<file path="src/rtl/sync_fifo_pkg.sv">
// Purpose: shared constants and helpers for the sync_fifo block.
// Latency: n/a (compile-time definitions only).
// Backpressure: n/a.
package sync_fifo_pkg;

    localparam int DEPTH_FIFO_DEF = 16;
    localparam int DATA_WIDTH_DEF = 8;

    // Bits needed to hold values 0..n-1, never less than 1 so a
    // two-entry FIFO still gets a real pointer bit.
    function automatic int width_for(input int n);
        return (n <= 2) ? 1 : $clog2(n);
    endfunction

    // Pointer advance with an explicit wrap compare so depths that are not
    // a power of two wrap at the right place instead of at 2**width.
    function automatic int ptr_inc(input int ptr, input int depth);
        return (ptr == depth - 1) ? 0 : ptr + 1;
    endfunction

endpackage

</file>
<file path="src/rtl/sync_fifo_mem.sv">
// Purpose: register-array storage, one sync write port, one registered read port.
// Latency: write visible to a read on the next edge; read data valid 1 cycle after rd_en.
// Backpressure: none; the caller only issues legal addresses/enables. rd_data holds when idle.
// Ports: clk, reset (sync, active-low, clears rd_data only), wr_en/wr_addr/wr_data,
//        rd_en/rd_addr, rd_data (registered).
module sync_fifo_mem
    import sync_fifo_pkg::*;
#(
    parameter int DEPTH      = DEPTH_FIFO_DEF,
    parameter int DATA_WIDTH = DATA_WIDTH_DEF,
    parameter int ADDR_W     = width_for(DEPTH)
) (
    input  logic                  clk,
    input  logic                  reset,
    input  logic                  wr_en,
    input  logic [ADDR_W-1:0]     wr_addr,
    input  logic [DATA_WIDTH-1:0] wr_data,
    input  logic                  rd_en,
    input  logic [ADDR_W-1:0]     rd_addr,
    output logic [DATA_WIDTH-1:0] rd_data
);

    logic [DATA_WIDTH-1:0] mem [DEPTH];

    // Storage is deliberately left out of reset; stale words are unreachable
    // once the pointers are cleared.
    always_ff @(posedge clk) begin
        if (wr_en) begin
            mem[wr_addr] <= wr_data;
        end
    end

    always_ff @(posedge clk) begin
        if (!reset) begin
            rd_data <= '0;
        end else if (rd_en) begin
            rd_data <= mem[rd_addr];
        end
    end

endmodule

</file>
<file path="src/rtl/sync_fifo.sv">
// Purpose: single-clock FIFO of DEPTH_FIFO words of DATA_WIDTH bits.
// Latency: write-to-flag 1 edge; read data on output_data 1 cycle after an accepted read.
// Backpressure: writes dropped while full, reads dropped while empty; no acknowledge.
// Ports: clk, reset (sync, active-low), wr_en, rd_en, input_data,
//        empty, full (decoded from registered count), output_data (registered).
module sync_fifo
    import sync_fifo_pkg::*;
#(
    parameter int DEPTH_FIFO = DEPTH_FIFO_DEF,
    parameter int DATA_WIDTH = DATA_WIDTH_DEF
) (
    input  logic                  clk,
    input  logic                  reset,
    input  logic                  wr_en,
    input  logic                  rd_en,
    input  logic [DATA_WIDTH-1:0] input_data,
    output logic                  empty,
    output logic                  full,
    output logic [DATA_WIDTH-1:0] output_data
);

    localparam int PTR_W = width_for(DEPTH_FIFO);
    localparam int CNT_W = $clog2(DEPTH_FIFO + 1);

    logic [PTR_W-1:0] wptr;
    logic [PTR_W-1:0] rptr;
    logic [CNT_W-1:0] count;
    logic             wr_acc;
    logic             rd_acc;
    logic             mem_we;

    // Both requests are judged against the flags before the edge, so a
    // full FIFO takes only the read and an empty one only the write.
    assign wr_acc = wr_en && !full;
    assign rd_acc = rd_en && !empty;

    // Keep storage untouched during reset so requests in a reset cycle
    // have no effect at all.
    assign mem_we = wr_acc && reset;

    assign empty = (count == '0);
    assign full  = (count == CNT_W'(DEPTH_FIFO));

    always_ff @(posedge clk) begin
        if (!reset) begin
            wptr  <= '0;
            rptr  <= '0;
            count <= '0;
        end else begin
            if (wr_acc) begin
                wptr <= PTR_W'(ptr_inc(int'(wptr), DEPTH_FIFO));
            end
            if (rd_acc) begin
                rptr <= PTR_W'(ptr_inc(int'(rptr), DEPTH_FIFO));
            end
            case ({wr_acc, rd_acc})
                2'b10:   count <= count + CNT_W'(1);
                2'b01:   count <= count - CNT_W'(1);
                default: count <= count;
            endcase
        end
    end

    sync_fifo_mem #(
        .DEPTH      (DEPTH_FIFO),
        .DATA_WIDTH (DATA_WIDTH),
        .ADDR_W     (PTR_W)
    ) u_mem (
        .clk     (clk),
        .reset   (reset),
        .wr_en   (mem_we),
        .wr_addr (wptr),
        .wr_data (input_data),
        .rd_en   (rd_acc),
        .rd_addr (rptr),
        .rd_data (output_data)
    );

endmodule

</file>
<file path="config.mk">
export PLATFORM = sky130hd
export DESIGN_NAME = sync_fifo
export DESIGN_NICKNAME = d
export VERILOG_FILES = /design/src/rtl/sync_fifo_pkg.sv /design/src/rtl/sync_fifo_mem.sv /design/src/rtl/sync_fifo.sv
export SDC_FILE = /design/constraint.sdc
export NUM_CORES = 1
export LEC_CHECK = 0
export ABC_AREA = 1
export CAP_MARGIN = 10
export CORE_MARGIN = 2
export CORE_UTILIZATION = 65
export DETAILED_ROUTE_END_ITERATION = 7
export HOLD_SLACK_MARGIN = 0.15
export PLACE_DENSITY = 0.83
export SYNTH_ARGS = -nofsm -noshare
export SYNTH_HDL_FRONTEND = slang
export SYNTH_SLANG_ARGS = --single-unit
</file>
<file path="constraint.sdc">
create_clock -name clk -period 3.97 [get_ports clk]
set_input_delay 0.5955 -clock clk [delete_from_list [all_inputs] [get_ports clk]]
set_output_delay 0.5955 -clock clk [all_outputs]
set_load 0.05 [all_outputs]
</file>
; Word level (Yosys, flattened, before mapping)
; Memory sizes are Yosys's and may differ from the RTL's. A register that Yosys moved wholly into a read port is not among the register bits.
; Index checks and enable logic that the tools add are counted.
[totals]
regBits = 13
elab_cells = 26
out_inout_bits = 10
memories = 1
mem_bits_rw = 128
[memory_table]
columns = memory, words, word_bits, rd, rd_ports_with_merged_regs, write_ports, line_no
row1 = u_mem.mem, 16, 8, 1, 1, 1, sync_fifo_mem.sv:23  ; logic [DATA_WIDTH-1:0] mem [DEPTH];
[op_classes]
n_addsub = 4
mux = 5
eq_ne = 5
reduce_logical = 8
[ops]
columns = cell, count
row1 = $pmux 5 s2, 1
row2 = $add 4x1->4 const B, 2
row3 = $eq 4x1->1 const B, 2
row4 = $mux 4, 2
row5 = $add 5x1->5 const B, 1
row6 = $eq 5x5->1 const B, 1
row7 = $logic_not 5->1, 1
row8 = $sub 5x1->5 const B, 1
row9 = $logic_and 1x1->1, 3
row10 = $logic_not 1->1, 3
row11 = $eq 2x1->1 const B, 1
row12 = $eq 2x2->1 const B, 1
row13 = $mux 1, 2
row14 = $reduce_bool 2->1, 1

; Depth between registers and ports, before layout
; Gate-level depths: netlist of the first run.
[logic_depth]
ltp_word = 6
ltp_mapped = 14
mapped_depth_nobuf = 13

; By module
; From an unflattened synthesis of the first run, not the netlist that was laid out.
[hier_totals]
hier_cells = 604
area_unflattened_um2 = 6388.6
[by_module_without_submodules]
columns = module, cells_per_inst, n_inst, area_each_um2, seq_area_each_um2
row1 = sync_fifo_mem, 492, 1, 5576.6, 4003.8
row2 = sync_fifo, 112, 1, 812.0, 260.2

; Worst setup path before layout of the first run
; OpenSTA, ideal clock, no wires.
[synth_timing]
kind = input to register
from = in rd_en
to = reg count[4]
t_required_ns = 3.857
cell_stages = 11
setup_time_ns = 0.113
slack_ns = 1.877
arrival_time_ns = 1.980
path_buffers = 1
path_cell_list = nand2_1 -> inv_1 -> buf_2 -> ha_1 -> fa_1 -> nand3_1 -> nand3_1 -> nand2_1 -> nand3_1 -> nor2_1 -> nor2_1
[synth_between]
elab_chain_cells = 3
[synth_lines]
columns = item, line_no
row1 = from (decl), sync_fifo.sv:15  ; input logic rd_en,
row2 = $logic_and 1x1->1 (*), sync_fifo.sv:35  ; assign rd_acc = rd_en && !empty;
row3 = via rd_acc, sync_fifo.sv:29  ; logic rd_acc;
row4 = $eq 2x1->1 / $eq 2x2->1 (equally long branches), sync_fifo.sv:56  ; case ({wr_acc, rd_acc})
row5 = $pmux 5 s2 / $reduce_bool 2->1 (equally long branches), n/a
row6 = to (signal assigned), sync_fifo.sv:57  ; 2'b10: count <= count + CNT_W'(1);
row7 = to (signal assigned), sync_fifo.sv:58  ; 2'b01: count <= count - CNT_W'(1);
row8 = to (signal assigned), sync_fifo.sv:59  ; default: count <= count;
row9 = to (decl), sync_fifo.sv:27  ; logic [CNT_W-1:0] count;
; The timed path passes the listed nets; every way through them passes the cells marked *.
; A chain may end at the register's enable or synchronous reset.

; Final worst setup path of the first run
[layout_timing]
from = reg count[0]
to = reg count[3]
[layout_between]
elab_chain_cells = 5
[layout_lines]
columns = item, line_no
row1 = $eq 5x5->1 / $logic_not 5->1 (equally long branches), "sync_fifo.sv:42, sync_fifo.sv:41"
row2 = $logic_not 1->1 (on tied branches), "sync_fifo.sv:34, sync_fifo.sv:35"
row3 = $logic_and 1x1->1 (on tied branches), "sync_fifo.sv:34, sync_fifo.sv:35"
row4 = $eq 2x1->1 / $eq 2x2->1 (equally long branches), sync_fifo.sv:56
row5 = $pmux 5 s2 / $reduce_bool 2->1 (equally long branches), n/a
; Parallel ways exist; a longest one is shown, timed or not.

==> results of run 1 <==
## cell families (layout without fill, tap and decap cells)
kind of cell / count (synthesis) / after routing
AND/OR/NAND/NOR: 321 / 321
flip-flops: 149 / 149
buffers and inverters: 129 / 162
AO/OA/AOI/OAI: 37 / 37
adder cells (fa/ha/maj): 10 / 10
XOR/XNOR: 3 / 3
## report_power, final
part           leakage, nW  switching [mW]  internal, mW  total [mW]
sequential            1.33          0.0624          1.78        1.84
clock                0.257           0.610         0.886        1.50
combinational         1.44           0.850         0.345        1.20
## stage by stage
stage | worst slack [ns] | area, um2 | power, mW | hold slack, ns | util (%)
finish | 1.31 | 7310 | 4.54 | 0.510 | 75.2
global route | 1.05 | 7310 | 4.72 | 0.522 | 75.2
CTS | 1.34 | 7310 | 4.52 | 0.509 | 75.2
detailed placement | 0.872 | 6760 | 3.04 | 0.500 | 69.5
global placement | 1.02 | 6760 | 2.99 | 0.491 | 69.5
floorplan | 1.88 | 6460 | 2.70 | 0.472 | -
## placed cells by master, fill, tap and decap left out, types with 2 or more instances in the layout
cell type / synthesis / routed
sky130_fd_sc_hd__o21ai_0: 13 / 13
sky130_fd_sc_hd__bufinv_16: 0 / 2
sky130_fd_sc_hd__nor2_1: 32 / 32
sky130_fd_sc_hd__clkdlybuf4s50_1: 0 / 21
sky130_fd_sc_hd__dfxtp_1: 21 / 20
sky130_fd_sc_hd__edfxtp_1: 128 / 128
sky130_fd_sc_hd__nand2_1: 180 / 180
sky130_fd_sc_hd__clkinv_1: 3 / 7
sky130_fd_sc_hd__clkinvlp_4: 0 / 4
sky130_fd_sc_hd__inv_1: 100 / 100
sky130_fd_sc_hd__a21oi_1: 23 / 23
sky130_fd_sc_hd__ha_1: 9 / 9
sky130_fd_sc_hd__clkbuf_16: 0 / 16
sky130_fd_sc_hd__nand3_1: 103 / 103
sky130_fd_sc_hd__nor3_1: 4 / 4
sky130_fd_sc_hd__buf_4: 1 / 5
sky130_fd_sc_hd__xor2_1: 3 / 3
sky130_fd_sc_hd__clkinv_4: 0 / 2
## state kept, by name (all words and copies together) (netlist names)
register	flops
wptr	4
u_mem.mem	128
count	5
u_mem.rd_data	8
rptr	4
## worst reg2reg max path: stages, from the launching register on
cell	delay, ns
sky130_fd_sc_hd__dfxtp_1	0.42
sky130_fd_sc_hd__nor2_1	0.09
sky130_fd_sc_hd__nand3_1	0.11
sky130_fd_sc_hd__nand2_1	0.11
sky130_fd_sc_hd__inv_1	0.44
sky130_fd_sc_hd__ha_1	0.41
sky130_fd_sc_hd__ha_1	0.34
sky130_fd_sc_hd__a21oi_1	0.21
sky130_fd_sc_hd__nand2_1	0.08
sky130_fd_sc_hd__nand2_1	0.08
sky130_fd_sc_hd__nand3_1	0.08
sky130_fd_sc_hd__o211ai_1	0.12
sky130_fd_sc_hd__inv_1	0.06
## worst min path at each step
| stage | from | endpoint | slack [ns] |
|---|---|---|---|
| 2_1_floorplan | wptr[0] | wptr[0] | 0.47 |
| 3_3_place_gp | wptr[0] | wptr[0] | 0.49 |
| 3_5_place_dp | wptr[0] | wptr[0] | 0.50 |
| 4_1_cts | wptr[0] | wptr[0] | 0.51 |
| 5_1_grt | wptr[0] | wptr[0] | 0.52 |
| 6_report | wptr[0] | wptr[0] | 0.51 |
## final cells by class
type                       count  area, um2
clock buffer                  18        418
clock inverter                14        136
fill                         650       2410
inverter                     104        390
multi-input combinational    371       1690
sequential                   149       4270
tap                          133        166
timing repair buffer          26        248
## per-layer routing
| layer | wire length [um] | share of wire [%] | vias up | global-route usage [%] |
|---|---|---|---|---|
| li1 | - | - | 2160 | - |
| met1 | 5710 | 37 | 2198 | 38.0 |
| met2 | 7500 | 49 | 289 | 48.9 |
| met3 | 1640 | 11 | 51 | 7.30 |
| met4 | 463 | 3.0 | 0 | 10.8 |
| met5 | 0 | 0 | - | 0 |
==> insert_results.sql, run 1 <==
INSERT INTO impl_metrics (metric_group, metric, value, unit) VALUES
('run_status', 'run_status', 'completed', ''),
('sta', 'fin_crit_sh', '67.0', '%'),
('synth', 'synth_ff_type', 'sky130_fd_sc_hd__edfxtp_1', ''),
('synth', 'synth.yosys.seq_area_share', '66.0', '%'),
('critical_path', 'critical_path_peak_fanout', '21', ''),
('critical_path', 'setup.worst_path.start_class', 'flop', ''),
('synth', 'synth-simple-area-share', '20.8', '%'),
('hold_path', 'timing.hold.worst.class', 'flop to flop', ''),
('placed_design', 'io_buffer_count', '21', ''),
('critical_path', 'path_depth', '12', ''),
('placed_design', 'hpwl', '9570', 'um'),
('power_and_ir_drop', 'leakage', '3.03', 'nW'),
('critical_path', 'worstPathCellList', 'nor2_1 > nand3_1 > nand2_1 > inv_1 > ha_1 > ha_1 > a21oi_1 > nand2_1 > nand2_1 > nand3_1 > o211ai_1 > inv_1', ''),
('synth', 'synthesis.yosys.warnings', '0', ''),
('floorplanning', 'die_height', '104', 'um'),
('hold_path', 'whs_path_depth', '2', ''),
('synth', 'synth_most_common_cell', 'sky130_fd_sc_hd__nand2_1', ''),
('route', 'totalWireLength', '15300', 'um'),
('global_routing', 'overall_routing_resource_usage', '29.4', '%'),
('synth', 'synth_compound_gate_area_share', '2.90', '%'),
('global_routing', 'grt_first_pass_wirelength', '23600', 'um'),
('sta', 'timing.max_slew.rel_slack', '27.4', '%'),
('placed_design', 'placedCellCount', '783', ''),
('finish', 'final_cell_count_no_fill', '815', ''),
('synth', 'synth-edff-count', '128', ''),
('synth', 'synthAdderAreaFrac', '2.05', '%'),
('clock_network', 'cts_made_buffers', '17', ''),
('route', 'drtPass1Iterations', '7', ''),
('global_routing', 'largest_net_degree_at_the_start_of_global_routing', '68', ''),
('sta', 'timing_max_transition_violations_final', '0', ''),
('synth', 'synthXorXnorAreaFrac', '0.406', '%'),
('clock_network', 'clock_tree.root_cell', 'sky130_fd_sc_hd__clkbuf_8', ''),
('sta', 'final-setup-viol-count', '0', ''),
('sta', 'finalHoldViolations', '0', ''),
('clock_network', 'cts_max_level', '4', ''),
('route', 'number_of_drc_violations_after_detailed_routing_iteration_0', '462', ''),
('synth', 'yosys-top-cells-count', 'sky130_fd_sc_hd__nand2_1, sky130_fd_sc_hd__edfxtp_1, sky130_fd_sc_hd__nand3_1', ''),
('synth', 'synthesis.instances', '649', ''),
('sta', 'grt_setup_unrepaired', 'no', ''),
('clock_network', 'cts-resized-gates', '0', ''),
('critical_path', 'reg2regPathDepth', '12', ''),
('sta', 'max_slew.worst_pin.slew', '1.09', 'ns'),
('synth', 'combinational_family_with_the_most_area_after_synthesis', 'simple AND/OR/NAND/NOR gates', ''),
('floorplanning', 'start_util', '66.4', '%'),
('power_and_ir_drop', 'irDropWorstVdd', '398', 'uV'),
('finish', 'fin_nets', '691', ''),
('critical_path', 'critical_path_required', '4.40', 'ns'),
('synth', 'yosys-mux-area-fraction', '0', '%'),
('critical_path', 'r2r_slack', '1.31', 'ns'),
('placed_design', 'place_congestion', '0.927', ''),
('route', 'drcViolationCount', '0', ''),
('critical_path', 'max_stage_delay', '0.44', 'ns'),
('global_routing', 'number_of_global_route_vias_before_repair', '4532', ''),
('critical_path', 'critPathCaptureType', 'flop', ''),
('global_routing', 'grt_remaining_overflow', '0', ''),
('clock_network', 'clock-sinks', '149', ''),
('synth', 'synth_area_per_cell', '9.96', 'um2'),
('sta', 'fin_tns_setup', '0', 'ns'),
('route', 'route.vias.total', '4698', ''),
('critical_path', 'worst_r2r_start', 'count[0]', ''),
('critical_path', 'critPathKind', 'flop to flop', ''),
('clock_network', 'cts_post_setup_buffers_inserted', '0', ''),
('critical_path', 'crit_slowest_cell', 'sky130_fd_sc_hd__inv_1', ''),
('clock_network', 'cts.reportedPaths.clkPinSlew', '0.06', 'ns'),
('synth', 'post_synth_num_cell_types', '21', ''),
('critical_path', 'critical-path-top-delay-family', 'adder cells', ''),
('clock_network', 'insertion_delay', '0.54', 'ns'),
('sta', 'finalCriticalPeriod', '2.66', 'ns'),
('sta', 'timing.clock.skew', '0.00748', 'ns'),
('finish', 'insertedDiodeCount', '0', ''),
('clock_network', 'postCtsHoldBufs', '0', '');
No activity file was read; power rests on OpenSTA's default activity.
==> inputs of run 2 (changes only) <==
- CORE_UTILIZATION: 65 -> 61
- PLACE_DENSITY: 0.83 -> 0.78
- clock period: 3.97 -> 2.55 ns (I/O delays scaled with it)
==> run 2 against run 1 <==
Hold slack got worse by 0.0024 ns. Combinational power rose by 59%. Non-clock buffer count rose by 19. Routed wire length fell by 3.3%. Critical path depth fell by 8. Total power rose by 58%. Via count fell by 1.5%. Sequential share of layout area fell by 1.4 points. Core utilization fell by 2.6 points. First-iteration DRC count rose by 18%. Critical path type is now flop to output pin. Critical endpoint is now empty.
==> insert_results.sql, run 2 (synthesis gave the netlist of run 1 again) <==
INSERT INTO impl_metrics (metric_group, metric, value, unit) VALUES
('route', 'totalWireLength', '14800', 'um'),
('placed_design', 'placedCellCount', '805', ''),
('sta', 'timing_max_transition_violations_final', '0', ''),
('sta', 'fin_tns_setup', '0', 'ns'),
('global_routing', 'grt_remaining_overflow', '0', ''),
('global_routing', 'grt_first_pass_wirelength', '22900', 'um'),
('clock_network', 'postCtsHoldBufs', '0', ''),
('finish', 'insertedDiodeCount', '0', ''),
('power_and_ir_drop', 'netSwitchingPower', '2.40', 'mW'),
('global_routing', 'antenna_found_initial', '0', ''),
('global_routing', 'overall_routing_resource_usage', '27.8', '%'),
('floorplanning', 'core_area', '10300', 'um2'),
('route', 'detail-route-antenna-nets', '0', ''),
('global_routing', 'largest_net_degree_at_the_start_of_global_routing', '68', ''),
('sta', 'timing.clock.skew', '0.00490', 'ns'),
('placed_design', 'hpwl', '9210', 'um'),
('critical_path', 'setup.worst_path.start_class', 'flop', ''),
('power_and_ir_drop', 'swShare', '33.6', '%'),
('hold_path', 'timing.hold.worst.class', 'primary input to flop', ''),
('critical_path', 'critical_path.n_buffers_inverters', '2', ''),
('floorplanning', 'fp.dieArea', '11400', 'um2'),
('finish', 'mostFrequentLayoutCells', 'sky130_fd_sc_hd__nand2_1, sky130_fd_sc_hd__edfxtp_1, sky130_fd_sc_hd__nand3_1, sky130_fd_sc_hd__inv_1, sky130_fd_sc_hd__nor2_1', ''),
('clock_network', 'cts_made_buffers', '17', ''),
('sta', 'finalCriticalPeriod', '2.44', 'ns'),
('route', 'vias_per_cell', '5.53', ''),
('sta', 'fin_crit_sh', '95.8', '%'),
('sta', 'timing.max_slew.rel_slack', '48.0', '%'),
('placed_design', 'place_congestion', '1.00', ''),
('critical_path', 'worstPathCellList', 'nor2_1 > nand3_1 > inv_1 > clkdlybuf4s50_1', ''),
('finish', 'layout.cells.most_common', 'sky130_fd_sc_hd__nand2_1', ''),
('critical_path', 'critical-path-top-delay-family', 'buffers and inverters', ''),
('floorplanning', 'num_io_pins', '22', ''),
('clock_network', 'insertion_delay', '0.53', 'ns'),
('run_status', 'run_status', 'completed', ''),
('critical_path', 'max_stage_delay', '0.79', 'ns'),
('power_and_ir_drop', 'cellPowerDensity', '956', 'nW/um2'),
('finish', 'syn_to_final_growth', '15.9', '%'),
('finish', 'fin_nets', '710', ''),
('power_and_ir_drop', 'p_seq_share', '40.0', '%'),
('clock_network', 'cts.path.max_buffers', '2', ''),
('route', 'wl_per_cell', '17.7', 'um'),
('power_and_ir_drop', 'leakage', '3.14', 'nW'),
('route', 'number_of_drc_violations_after_detailed_routing_iteration_0', '547', ''),
('critical_path', 'critical_path_required', '2.17', 'ns'),
('critical_path', 'critical_path_peak_fanout', '4', ''),
('sta', 'finalHoldViolations', '0', ''),
('sta', 'max_slew.worst_pin.slew', '0.777', 'ns'),
('finish', 'final_cell_count_no_fill', '837', ''),
('finish', 'largest_registers', 'u_mem.mem: 128 flops, u_mem.rd_data: 8 flops, count: 5 flops', ''),
('clock_network', 'clock_tree.root_cell', 'sky130_fd_sc_hd__clkbuf_8', ''),
('floorplanning', 'start_util', '62.6', '%'),
('power_and_ir_drop', 'irDropWorstVdd', '590', 'uV'),
('power_and_ir_drop', 'power.internal', '4.75', 'mW'),
('sta', 'grt_setup_unrepaired', 'no', ''),
('flow_run', 'max_cap_viol_count', '0', ''),
('sta', 'maxClockFrequency', '409', 'MHz'),
('finish', 'drive_above_1_share', '8.13', '%'),
('power_and_ir_drop', 'power_frac_clock', '33.2', '%'),
('critical_path', 'critPathCaptureType', 'output pin', ''),
('floorplanning', 'row_count', '37', ''),
('critical_path', 'crit_slowest_cell', 'sky130_fd_sc_hd__clkdlybuf4s50_1', ''),
('power_and_ir_drop', 'proportion_of_power_drawn_by_combinational_gates', '26.7', '%'),
('clock_network', 'cts_max_level', '4', ''),
('clock_network', 'cts_tree', 'yes', ''),
('floorplanning', 'die_height', '107', 'um'),
('critical_path', 'worst-endpoint-arrival', '2.06', 'ns'),
('clock_network', 'clock-sinks', '149', ''),
('finish', 'largest-register', 'u_mem.mem', ''),
('sta', 'final-setup-viol-count', '0', ''),
('route', 'route.vias.total', '4628', ''),
('clock_network', 'cts_post_setup_buffers_inserted', '0', ''),
('floorplanning', 'die_width', '107', 'um'),
('global_routing', 'number_of_global_route_vias_before_repair', '4370', ''),
('clock_network', 'cts.reportedPaths.clkPinSlew', '0.06', 'ns'),
('route', 'drcViolationCount', '0', ''),
('critical_path', 'critPathKind', 'flop to output pin', ''),
('finish', 'largest_reg_flops', '128', ''),
('route', 'drtPass1Iterations', '7', ''),
('clock_network', 'cts-resized-gates', '0', ''),
('placed_design', 'io_buffer_count', '21', '');
-- run 2: cell type report --
| type | count | area, um2 |
|---|---|---|
| timing repair buffer | 45 | 403 |
| multi-input combinational | 371 | 1690 |
| sequential | 149 | 4270 |
| clock inverter | 15 | 156 |
| clock buffer | 17 | 414 |
| tap | 136 | 170 |
| inverter | 104 | 390 |
| fill | 700 | 2830 |
-- run 2: through the flow --
| stage | total power [mW] | util, % | cell area (um2) | setup WS [ns] | hold WS [ns] |
|---|---|---|---|---|---|
| after CTS | 7.16 | 72.5 | 7490 | 0.0839 | 0.495 |
| after global placement | 4.73 | 67.0 | 6920 | 0.298 | 0.502 |
| after global routing | 7.45 | 72.5 | 7490 | 0.0243 | 0.544 |
| after floorplan | 4.21 | - | 6460 | 0.472 | 0.472 |
| after detailed placement | 4.79 | 67.0 | 6920 | 0.171 | 0.509 |
| final | 7.16 | 72.5 | 7490 | 0.106 | 0.507 |
-- run 2: power by group through the flow --
stage               combinational, mW  sequential, mW  clock (mW)
floorplan                        1.15            3.06           0
finish                           1.91            2.87        2.38
CTS                              1.90            2.86        2.39
global route                     2.08            2.88        2.50
detailed placement               1.88            2.91           0
global placement                 1.82            2.91           0
-- run 2: worst paths after layout --
kind | from | end | slack [ns] | depth (start not counted)
max | count[1] | empty | 0.11 | 4
min | rd_en | rptr[1] | 0.51 | 3
max reg2reg | count[1] | count[3] | 0.32 | 11
min reg2reg | wptr[0] | wptr[0] | 0.52 | 2
-- run 2: worst register-to-register path: stages, from the launching register on --
cell and delay (ns):
sky130_fd_sc_hd__dfxtp_1 0.36, sky130_fd_sc_hd__nor2_1 0.18, sky130_fd_sc_hd__nand3_1 0.12, sky130_fd_sc_hd__nand2_1 0.22
sky130_fd_sc_hd__ha_1 0.34, sky130_fd_sc_hd__ha_1 0.33, sky130_fd_sc_hd__a21oi_1 0.22, sky130_fd_sc_hd__nand2_1 0.08
sky130_fd_sc_hd__nand2_1 0.07, sky130_fd_sc_hd__nand3_1 0.06, sky130_fd_sc_hd__o211ai_1 0.09, sky130_fd_sc_hd__inv_1 0.05
-- run 2: metal layers --
metal  track usage (%)  vias up  wire [um]
met1              36.9     2169       5800
met5                 0        -          0
li1                  -     2209          -
met4              8.91        0        319
met2              45.6      224       7330
met3              6.93       26       1370
==> inputs of run 3 (changes only) <==
- CAP_MARGIN: 10 -> unset
==> results of run 3 <==
The final DEF is identical to that of run 2; final timing and power are the same.
